==> src/rtl/seg7_pkg.sv <==
// Shared seven-segment glyph definitions (bit6..bit0 = g..a, active-high).
// The scan decoder and the forward hex-to-segment mapper both use this table.
package seg7_pkg;

    localparam logic [6:0] SEG_BLANK = 7'h00;

    // Index n holds the segment pattern that displays hex digit n.
    localparam logic [15:0][6:0] GLYPH_TABLE = {
        7'h71, 7'h79, 7'h5E, 7'h58, 7'h7C, 7'h77, 7'h6F, 7'h7F,
        7'h27, 7'h7D, 7'h6D, 7'h66, 7'h4F, 7'h5B, 7'h06, 7'h3F
    };

    // Forward mapping: hex value to the pattern that displays it.
    function automatic logic [6:0] hex_to_seg(input logic [3:0] hex);
        return GLYPH_TABLE[hex];
    endfunction

endpackage

==> src/rtl/seg7_to_hex.sv <==
// Combinational reverse lookup: segment pattern to hex value, with flags
// for a recognised glyph and for the all-off (blank) pattern.
module seg7_to_hex
    import seg7_pkg::*;
(
    input  logic [6:0] seg,
    output logic [3:0] hex,
    output logic       legal,
    output logic       blank
);

    logic [15:0] match;

    genvar gi;
    generate
        for (gi = 0; gi < 16; gi++) begin : g_match
            assign match[gi] = (seg == GLYPH_TABLE[gi]);
        end
    endgenerate

    // Encode the matching table entry; table entries are distinct so at most one hits.
    always_comb begin
        hex   = 4'd0;
        legal = |match;
        for (int i = 0; i < 16; i++) begin
            if (match[i]) begin
                hex = 4'(i);
            end
        end
    end

    assign blank = (seg == SEG_BLANK);

endmodule

==> src/rtl/seg_scan_decoder.sv <==
// Watches a multiplexed seven-segment display (segment lines plus digit
// enables), waits for each scan step to settle, and keeps a per-position
// record of the decoded hex value with valid/error flags.
module seg_scan_decoder
    import seg7_pkg::*;
#(
    parameter int NDIG   = 4,
    parameter int STABLE = 4
) (
    input  logic                clk,
    input  logic                rst,
    input  logic [6:0]          seg,
    input  logic [NDIG-1:0]     an,
    output logic [4*NDIG-1:0]   digits,
    output logic [NDIG-1:0]     valid,
    output logic [NDIG-1:0]     err,
    output logic                upd,
    output logic [2:0]          upd_idx
);

    localparam int         W         = NDIG + 7;
    localparam logic [7:0] STABLE_C  = 8'(STABLE);
    localparam logic [7:0] STABLE_M1 = 8'(STABLE - 1);

    logic [1:0]      rst_sync_reg;
    logic            rst_hold;
    logic [W-1:0]    sync1_reg;
    logic [W-1:0]    s_reg;
    logic [W-1:0]    prev_reg;
    logic [7:0]      cnt_reg;
    logic [7:0]      cnt_next;
    logic [NDIG-1:0] s_an;
    logic [6:0]      s_seg;
    logic            run_done;
    logic            an_onehot;
    logic            cap_fire;
    logic [2:0]      cap_idx;
    logic [3:0]      dec_hex;
    logic            dec_legal;
    logic            dec_blank;
    logic            upd_reg;
    logic [2:0]      upd_idx_reg;

    // Reset asserts immediately but is held for two clock edges after rst falls,
    // so the counter and register file leave reset cleanly on a clock edge.
    always_ff @(posedge clk or posedge rst) begin
        if (rst) begin
            rst_sync_reg <= 2'b11;
        end else begin
            rst_sync_reg <= {rst_sync_reg[0], 1'b0};
        end
    end

    assign rst_hold = rst_sync_reg[1];

    // Two-flop synchronizer on the raw pins; it may start sampling during the
    // reset hold so the first post-reset sample is ready when state releases.
    always_ff @(posedge clk or posedge rst) begin
        if (rst) begin
            sync1_reg <= '0;
            s_reg     <= '0;
        end else begin
            sync1_reg <= {an, seg};
            s_reg     <= sync1_reg;
        end
    end

    assign s_an  = s_reg[W-1:7];
    assign s_seg = s_reg[6:0];

    // Stability counter: restarts at 1 on any sample change, saturates at STABLE.
    always_comb begin
        cnt_next = cnt_reg;
        if (s_reg != prev_reg) begin
            cnt_next = 8'd1;
        end else if (cnt_reg != STABLE_C) begin
            cnt_next = cnt_reg + 8'd1;
        end
    end

    // Previous-sample register and counter.
    always_ff @(posedge clk or posedge rst) begin
        if (rst) begin
            prev_reg <= '0;
            cnt_reg  <= 8'd0;
        end else if (rst_hold) begin
            prev_reg <= '0;
            cnt_reg  <= 8'd0;
        end else begin
            prev_reg <= s_reg;
            cnt_reg  <= cnt_next;
        end
    end

    // A run completes only on the step into STABLE, so a saturated run never refires.
    assign run_done  = (s_reg == prev_reg) && (cnt_reg == STABLE_M1);
    assign an_onehot = (s_an != '0) && ((s_an & (s_an - NDIG'(1))) == '0);
    assign cap_fire  = run_done && an_onehot;

    // Position index of the single active digit enable.
    always_comb begin
        cap_idx = 3'd0;
        for (int i = 0; i < NDIG; i++) begin
            if (s_an[i]) begin
                cap_idx = 3'(i);
            end
        end
    end

    seg7_to_hex u_dec (
        .seg   (s_seg),
        .hex   (dec_hex),
        .legal (dec_legal),
        .blank (dec_blank)
    );

    // Capture strobe and index, registered alongside the register file update.
    always_ff @(posedge clk or posedge rst) begin
        if (rst) begin
            upd_reg     <= 1'b0;
            upd_idx_reg <= 3'd0;
        end else if (rst_hold) begin
            upd_reg     <= 1'b0;
            upd_idx_reg <= 3'd0;
        end else begin
            upd_reg     <= cap_fire;
            upd_idx_reg <= cap_fire ? cap_idx : 3'd0;
        end
    end

    assign upd     = upd_reg;
    assign upd_idx = upd_idx_reg;

    genvar gi;
    generate
        for (gi = 0; gi < NDIG; gi++) begin : g_pos
            logic [3:0] dig_reg;
            logic       valid_reg;
            logic       err_reg;

            // Per-position record; only the enabled position changes on a capture.
            always_ff @(posedge clk or posedge rst) begin
                if (rst) begin
                    dig_reg   <= 4'd0;
                    valid_reg <= 1'b0;
                    err_reg   <= 1'b0;
                end else if (rst_hold) begin
                    dig_reg   <= 4'd0;
                    valid_reg <= 1'b0;
                    err_reg   <= 1'b0;
                end else if (cap_fire && s_an[gi]) begin
                    if (dec_legal) begin
                        dig_reg   <= dec_hex;
                        valid_reg <= 1'b1;
                        err_reg   <= 1'b0;
                    end else if (dec_blank) begin
                        dig_reg   <= 4'd0;
                        valid_reg <= 1'b0;
                        err_reg   <= 1'b0;
                    end else begin
                        valid_reg <= 1'b0;
                        err_reg   <= 1'b1;
                    end
                end
            end

            assign digits[4*gi +: 4] = dig_reg;
            assign valid[gi]         = valid_reg;
            assign err[gi]           = err_reg;
        end
    endgenerate

endmodule

==> config.mk <==
export PLATFORM = sky130hd
export DESIGN_NAME = seg_scan_decoder
export DESIGN_NICKNAME = d
export VERILOG_FILES = /design/src/rtl/seg7_pkg.sv /design/src/rtl/seg7_to_hex.sv /design/src/rtl/seg_scan_decoder.sv
export SDC_FILE = /design/constraint.sdc
export NUM_CORES = 1
export LEC_CHECK = 0
export BUFFER_PORTS_ARGS = -buffer_cell sky130_fd_sc_hd__buf_2
export CORE_UTILIZATION = 61
export DETAILED_ROUTE_END_ITERATION = 10
export PLACE_DENSITY = 0.89
export RECOVER_POWER = 100
export SLEW_MARGIN = 20
export SYNTH_ARGS = -nofsm -noshare
export SYNTH_HDL_FRONTEND = slang
export SYNTH_SLANG_ARGS = --single-unit
export TNS_END_PERCENT = 20
==> constraint.sdc <==
create_clock -name clk -period 4.3 [get_ports clk]
set_input_delay 0.43 -clock clk [delete_from_list [all_inputs] [get_ports clk]]
set_output_delay 0.43 -clock clk [all_outputs]
set_load 0.02 [all_outputs]
==> results of run 1 <==
[per-stage QoR]
step                cells  power, mW  worst slack, ns
CTS                   359       1.44             2.07
finish                359       1.42             1.77
global route          359       1.47             1.26
global placement      344      0.814             2.11
floorplan             260      0.801             2.11
detailed placement    344      0.818             2.08
[report_power, final]
part	internal (mW)	leakage, nW	switching [mW]
logic	0.0373	0.442	0.0525
clock network	0.397	0.119	0.226
registers	0.683	0.897	0.0288
total	1.12	1.46	0.307
[critical path: cells and delay by family]
family | cells | cell delay [ns]
buffers and inverters | 3 | 2.26
[layer usage]
metal / vias to the layer above / wire, um
met1: 1002 / 2510
met4: 0 / 102
met3: 10 / 247
met2: 68 / 2670
li1: 956 / -
met5: - / 0
[kinds of logic (layout without fill, tap and decap cells)]
family	Yosys count	after routing	synth area share, %
and+or+nand+nor	80	80	16.1
DFF	70	70	56.6
AOI/OAI and AO/OA	49	49	12.0
buffers and inverters	30	62	5.98
xor gates and xnor gates	22	22	6.22
muxes	5	5	2.26
adders and majority gates	2	2	0.807
other	1	2	0.121
[cell usage in the layout, fill, tap and decap left out, drive strengths merged, types with 2 or more instances in the layout]
master / n
o21ai: 8
clkbuf: 39
a21o: 4
nor4: 4
nor4b: 3
bufinv: 3
and3: 3
nand3b: 2
nor3: 5
o31ai: 2
nor2b: 9
or3b: 2
ha: 2
xor2: 8
o21a: 3
xnor2: 14
dfstp: 2
dfrtp: 68
a21oi: 10
mux2: 4
or4b: 2
o2bb2ai: 16
nand2: 12
buf: 12
nand3: 18
conb: 2
or4: 2
nand4: 3
nor2: 11
inv: 7
nand2b: 2
[layout make-up]
type	count	area [sq um]	share of cell area, %
timing repair buffer	40	165	4.89
sequential	70	1750	51.9
inverter	7	26.3	0.777
tap	67	83.8	2.48
clock buffer	11	141	4.18
multi-input combinational	160	1110	33.0
clock inverter	4	95.1	2.81
[worst paths after layout]
path	start	to	slack, ns
setup / recovery	rst	g_pos[1].err_reg	1.77
hold / removal	an[2]	sync1_reg[9]	0.19
setup reg to reg	s_reg[1]	g_pos[0].err_reg	1.79
hold reg to reg	sync1_reg[7]	s_reg[7]	0.35
max in group clk	s_reg[1]	g_pos[0].err_reg	1.79
min in group asynchronous	rst	sync1_reg[1]	0.53
==> impl_results.md, run 1 <==
- Fin crit share: 58.9%
- Routed wire per std cell: between 15 and 20 um
- Count leader, synth: dfrtp_1
- Die height: 73.3 um
- Worst-case hold slack: about 0.19 ns
- Setup TNS: 0 ns
- Pleak: 1.46 nW
- First drt pass iteration count: 4
- Final clock skew: 0.00613 ns
- Busiest grt layer: met2
- Clock Latency Late Sink: 0.34 ns
- Synth top cells by count: dfrtp_1, o2bb2ai_1, nand3_1, xnor2_1, nand2_1
- Met1 usage: 30.2%
- Status: finished with violations
- Rows: 25
- Post-Synthesis Cells: 259
- Yosys warning count: 0
- DR iter-0 viols: 143
- ANT nets after route: 0
- Total CTS buffers: 9
- CTS resizes: 0
- Crit path capture type: async pin
- Worst slew margin: -0.515%
- Peak VDD IR: 0.263 mV
- Kind of critical path: input port to async pin
- Crit-path cells: buf_2 > inv_1 > clkbuf_1
- Syn-to-layout area delta: 9.08%
- MaxCap Viol Count: 1
- Final Max Tran Viols: 44
- Synthesized flop and latch total: 70
- IO buf count: 39
- Core area: between 4000 and 5000 sq um
- Met2 usage: 38.3%
- Fmax: between 0.3 and 0.4 GHz
- Initial antenna violation count: 0
- GR Util met3: 4.25%
- Mean post-synth cell area: 12.0 sq um
- Core Util, Final: 70.2%
- First-pass GRT wire length: 9240 um
- Leading area contributor after synthesis: dfrtp_1
- Yosys top cell area share: 54.9%
- Slew @ Worst Pin: 1.51 ns
- Overflow after GRT: 0
- # diodes: 0
- DR DRC count: 0
- Via density: 5.67
- CTS max path bufs: 2
- Worst Hold Class: input port to register
- Final hold vios: 0
- WP data required: 4.50 ns
- Mapped Area: 3100 sq um
- Nets: about 300
- Die area: about 5400 sq um
- Number of synthesized flops with an enable pin: 0
- Worst-path fanout max: 43
- Post-route cell area: 3380 sq um
- Detailed placement HPWL: 3800 um
- Post-synthesis sequential area ratio: 56.6%
- Failing checks: max-capacitance violations, max-slew violations
- Critical path's slowest cell: clkbuf_1
- Total GRT Usage: 23.5%
- TritonCTS clock tree: built
- Root buffer cell: clkbuf_8
- Worst EP arrival: around 2.7 ns
- Post-CTS Setup Inserts: 0
- Reg clk slew, reported paths: 0.07 ns
- Routability cong.: 0.872
- Fillers: 381
- Initial Util: 64.3%
- Max FFs per register: 16
- Pin count of the biggest net entering global routing: 44
- Critical Path Source Type: input port
- Vias in the first global route: 1949
- Vias: 2036
- R2R cell count: 6
- Clock sink count: 70
- H-tree Lvls: 3
- Share of post-route cells with drive strength above 1: 13.4%
- RSZ-0062 raised after global routing: false
- Power density over cell area: 421 nW/um^2
- Largest stage delay, worst path: between 1 and 1.5 ns
- # setup viols final: 0
- Hold Buf Count CTS: 0
- Die Wd: between 70 and 80 um
- Total wire length: 5530 um
- Top post-synthesis cells by area: dfrtp_1, o2bb2ai_1, xnor2_1, buf_4, nand3_1
- Main synth FF type: dfrtp_1
- Tmin final: 2.53 ns
- Ys async rst share: 100%
- Placed Area: 3230 sq um
- Ports: 41
- Unique masters post-synth: 50
- Hold Crit Depth: 1
No activity file was read; power rests on OpenSTA's default activity.
==> run 2: changes to the inputs <==
- CORE_UTILIZATION: 61 -> 51
- PLACE_DENSITY: 0.89 -> 0.8
- clock period: 4.3 -> 2.3 ns (I/O delays scaled with it)
==> run 2 against run 1 <==
Effect of this change: the run now ends clean; sequential power increased by 87%; clock skew is 0.0033 ns higher; routed wire length up 7.0%; via count increased by 3.8%; die area rose by 19%; critical path depth is 3 higher; sequential cell count is the same; global-route usage shrank 2.3 points; highest routed layer unchanged; cell count rose by 7.8%; largest cell class unchanged; first-iteration DRC count up 19%.
==> impl_results.md, run 2 (synthesis gave the netlist of run 1 again) <==
- Most frequent cells in the layout: dfrtp_1, clkbuf_1, o2bb2ai_1, xnor2_1, nand3_1
- Setup TNS: 0 ns (unchanged)
- Total wire length: 5920 um (+7.0%)
- Vias: 2113 (+3.8%)
- Kind of critical path: register to register
- Slew @ Worst Pin: 1.06 ns (-0.441 ns)
- Placed Area: 3310 sq um (+2.3%)
- Status: completed
- First drt pass iteration count: 4 (unchanged)
- Core area: 5890 sq um (+22%)
- Overflow after GRT: 0 (unchanged)
- Peak VDD IR: 0.626 mV (+140%)
- RSZ-0062 raised after global routing: false
- Initial Util: 52.7% (-12 points)
- Clock network fraction of total power: 46.9% (+3.2 points)
- Total power draw: 2.87 mW (+100%)
- Busiest grt layer: met2
- First-pass GRT wire length: 9830 um (+6.3%)
- # setup viols final: 0 (unchanged)
- Total GRT Usage: 21.2% (-2.3 points)
- # diodes: 0 (unchanged)
- Core Util, Final: 62.3% (-7.9 points)
- Met2 usage: 34.3% (-4.0 points)
- TritonCTS clock tree: built
- Nets: 322 (+6.3%)
- Critical Path Source Type: register
- Worst R2R Start: cnt_reg[4]
- Worst-path fanout max: 6 (-86%)
- Crit path capture type: register
- R2R Setup Slk: 0.1 ns (-1.69 ns)
- Clock Latency Late Sink: 0.34 ns (about the same)
- Cell Int Power: 2.26 mW (+100%)
- R2r endpoint: g_pos[3].err_reg
- Power density over cell area: 782 nW/um^2 (+86%)
- Worst EP arrival: 2.42 ns (-0.32 ns)
- Detailed placement HPWL: 4000 um (+5.4%)
- MaxCap Viol Count: 0 (-1)
- Worst slew margin: 28.9% (+29 points)
- R2R cell count: 6 (unchanged)
- Die height: 80.0 um (+9.1%)
- Switching Share: 21.4% (-0.14 points)
- Total CTS buffers: 9 (unchanged)
- Worst Setup EP: g_pos[3].err_reg
- Worst Hold Class: register to register
- Via density: 5.46 (-3.7%)
- Die Wd: 80.0 um (+9.1%)
- Hold Crit Depth: 0 (-1)
- Routed wire per std cell: 15.3 um (-0.71%)
- Worst Hold Launch: sync1_reg[7]
- Syn-to-layout area delta: 18.4%
- Vias in the first global route: 2021 (+3.7%)
- NetSw: 614 uW (+100%)
- Die area: 6390 sq um (+19%)
- Pin count of the biggest net entering global routing: 32 (-27%)
- Final hold vios: 0 (unchanged)
- DR DRC count: 0 (unchanged)
- Pleak: 1.56 nW (+7.2%)
- CP Launch Point: cnt_reg[4]
- Clock sink count: 70 (unchanged)
- Final clock skew: 0.00941 ns (+0.00328 ns)
- Fmax: 0.454 GHz
- Root buffer cell: clkbuf_8
- Final Max Tran Viols: 0 (-100%)
- Commonest non-fill, non-tap cell in the layout: dfrtp_1
- IO buf count: 39 (unchanged)
- CTS max path bufs: 2 (unchanged)
- Max FFs per register: 16 (unchanged)
- Reg clk slew, reported paths: 0.07 ns (about the same)
- Tmin final: roughly 2.2 ns
- Initial antenna violation count: 0 (unchanged)
- Combinational share of power: 6.9% (+0.6 points)
- WP data required: 2.52 ns (-1.98 ns)
- Share of post-route cells with drive strength above 1: 20.2% (+6.8 points)
- H-tree Lvls: 3 (unchanged)
- Met1 usage: 25.8% (-4.4 points)
- Rows: 28 (+12%)
- DR iter-0 viols: 170 (+19%)
- Ports: 41 (unchanged)
- Routability cong.: 0.852 (-2.3%)
- Fin crit share: 95.7%
- ANT nets after route: 0 (unchanged)
- GR Util met3: 5.37% (+1.1 points)
- Post-route cell area: 3670 sq um (+8.5%)
- Sequential Power Share: 46.2% (-3.8 points)
[run 2: cell count changes in the layout (fill, tap and decap cells not counted), moves of 4 or more]
| cell | before | now |
|---|---|---|
| dlygate4sd3_1 | 0 | 12 |
| dfrtp_2 | 0 | 6 |
| dfrtp_1 | 68 | 62 |
| buf_4 | 0 | 6 |
| nand3_1 | 18 | 14 |
[run 2: worst min-delay path by stage]
stage	slack, ns	endpoint
after floorplan	0.26	sync1_reg[0]
after global placement	0.33	s_reg[9]
after detailed placement	0.33	s_reg[10]
after CTS	0.35	s_reg[10]
after global routing	0.36	s_reg[7]
final	0.35	s_reg[7]
[run 2: per-layer routing]
metal / vias to the layer above / share of wire, %
li1: 1001 / -
met1: 1023 / 44
met2: 73 / 48
met3: 16 / 5.0
met4: 0 / 2.7
met5: - / 0
[run 2: what timing repair did]
| action | 4_1_cts | 5_1_grt |
|---|---|---|
| hold buffers | 12 | 0 |
| endpoints found under the hold margin | 38 | 0 |
| setup buffers | 0 | 0 |
| endpoints found under the setup margin | 0 | 16 |
| resized for setup | 0 | 9 |
[run 2: worst max-delay path, cell delays in order, from the launching register on]
cell and delay (ns):
dfrtp_1 0.40, or4_4 0.56, nor4b_4 0.28, o211a_4 0.25, and2_4 0.19, a21oi_2 0.07, mux2_1 0.32
[run 2: power groups by stage]
| stage | combinational, mW | sequential [mW] | clock, mW |
|---|---|---|---|
| final | 0.197 | 1.33 | 1.35 |
| after global placement | 0.189 | 1.34 | 0 |
| after detailed placement | 0.193 | 1.35 | 0 |
| after global routing | 0.218 | 1.33 | 1.42 |
| after CTS | 0.210 | 1.32 | 1.36 |
| after floorplan | 0.173 | 1.32 | 0 |
[run 2: area by class of cell]
| class | instances | area [sq um] |
|---|---|---|
| Inverter | 7 | 26.3 |
| Multi-Input combinational cell | 160 | 1170 |
| Tap cell | 75 | 93.8 |
| Clock buffer | 11 | 151 |
| Fill cell | 487 | 2220 |
| Clock inverter | 5 | 129 |
| Sequential cell | 70 | 1760 |
| Timing Repair Buffer | 59 | 335 |
[run 2: stage by stage]
step | instances | setup WS, ns | hold WS (ns)
floorplan | 260 | 0.222 | 0.261
global placement | 359 | 0.162 | 0.332
detailed placement | 359 | 0.140 | 0.335
CTS | 387 | 0.125 | 0.351
global route | 387 | 0.00563 | 0.359
finish | 387 | 0.0982 | 0.350
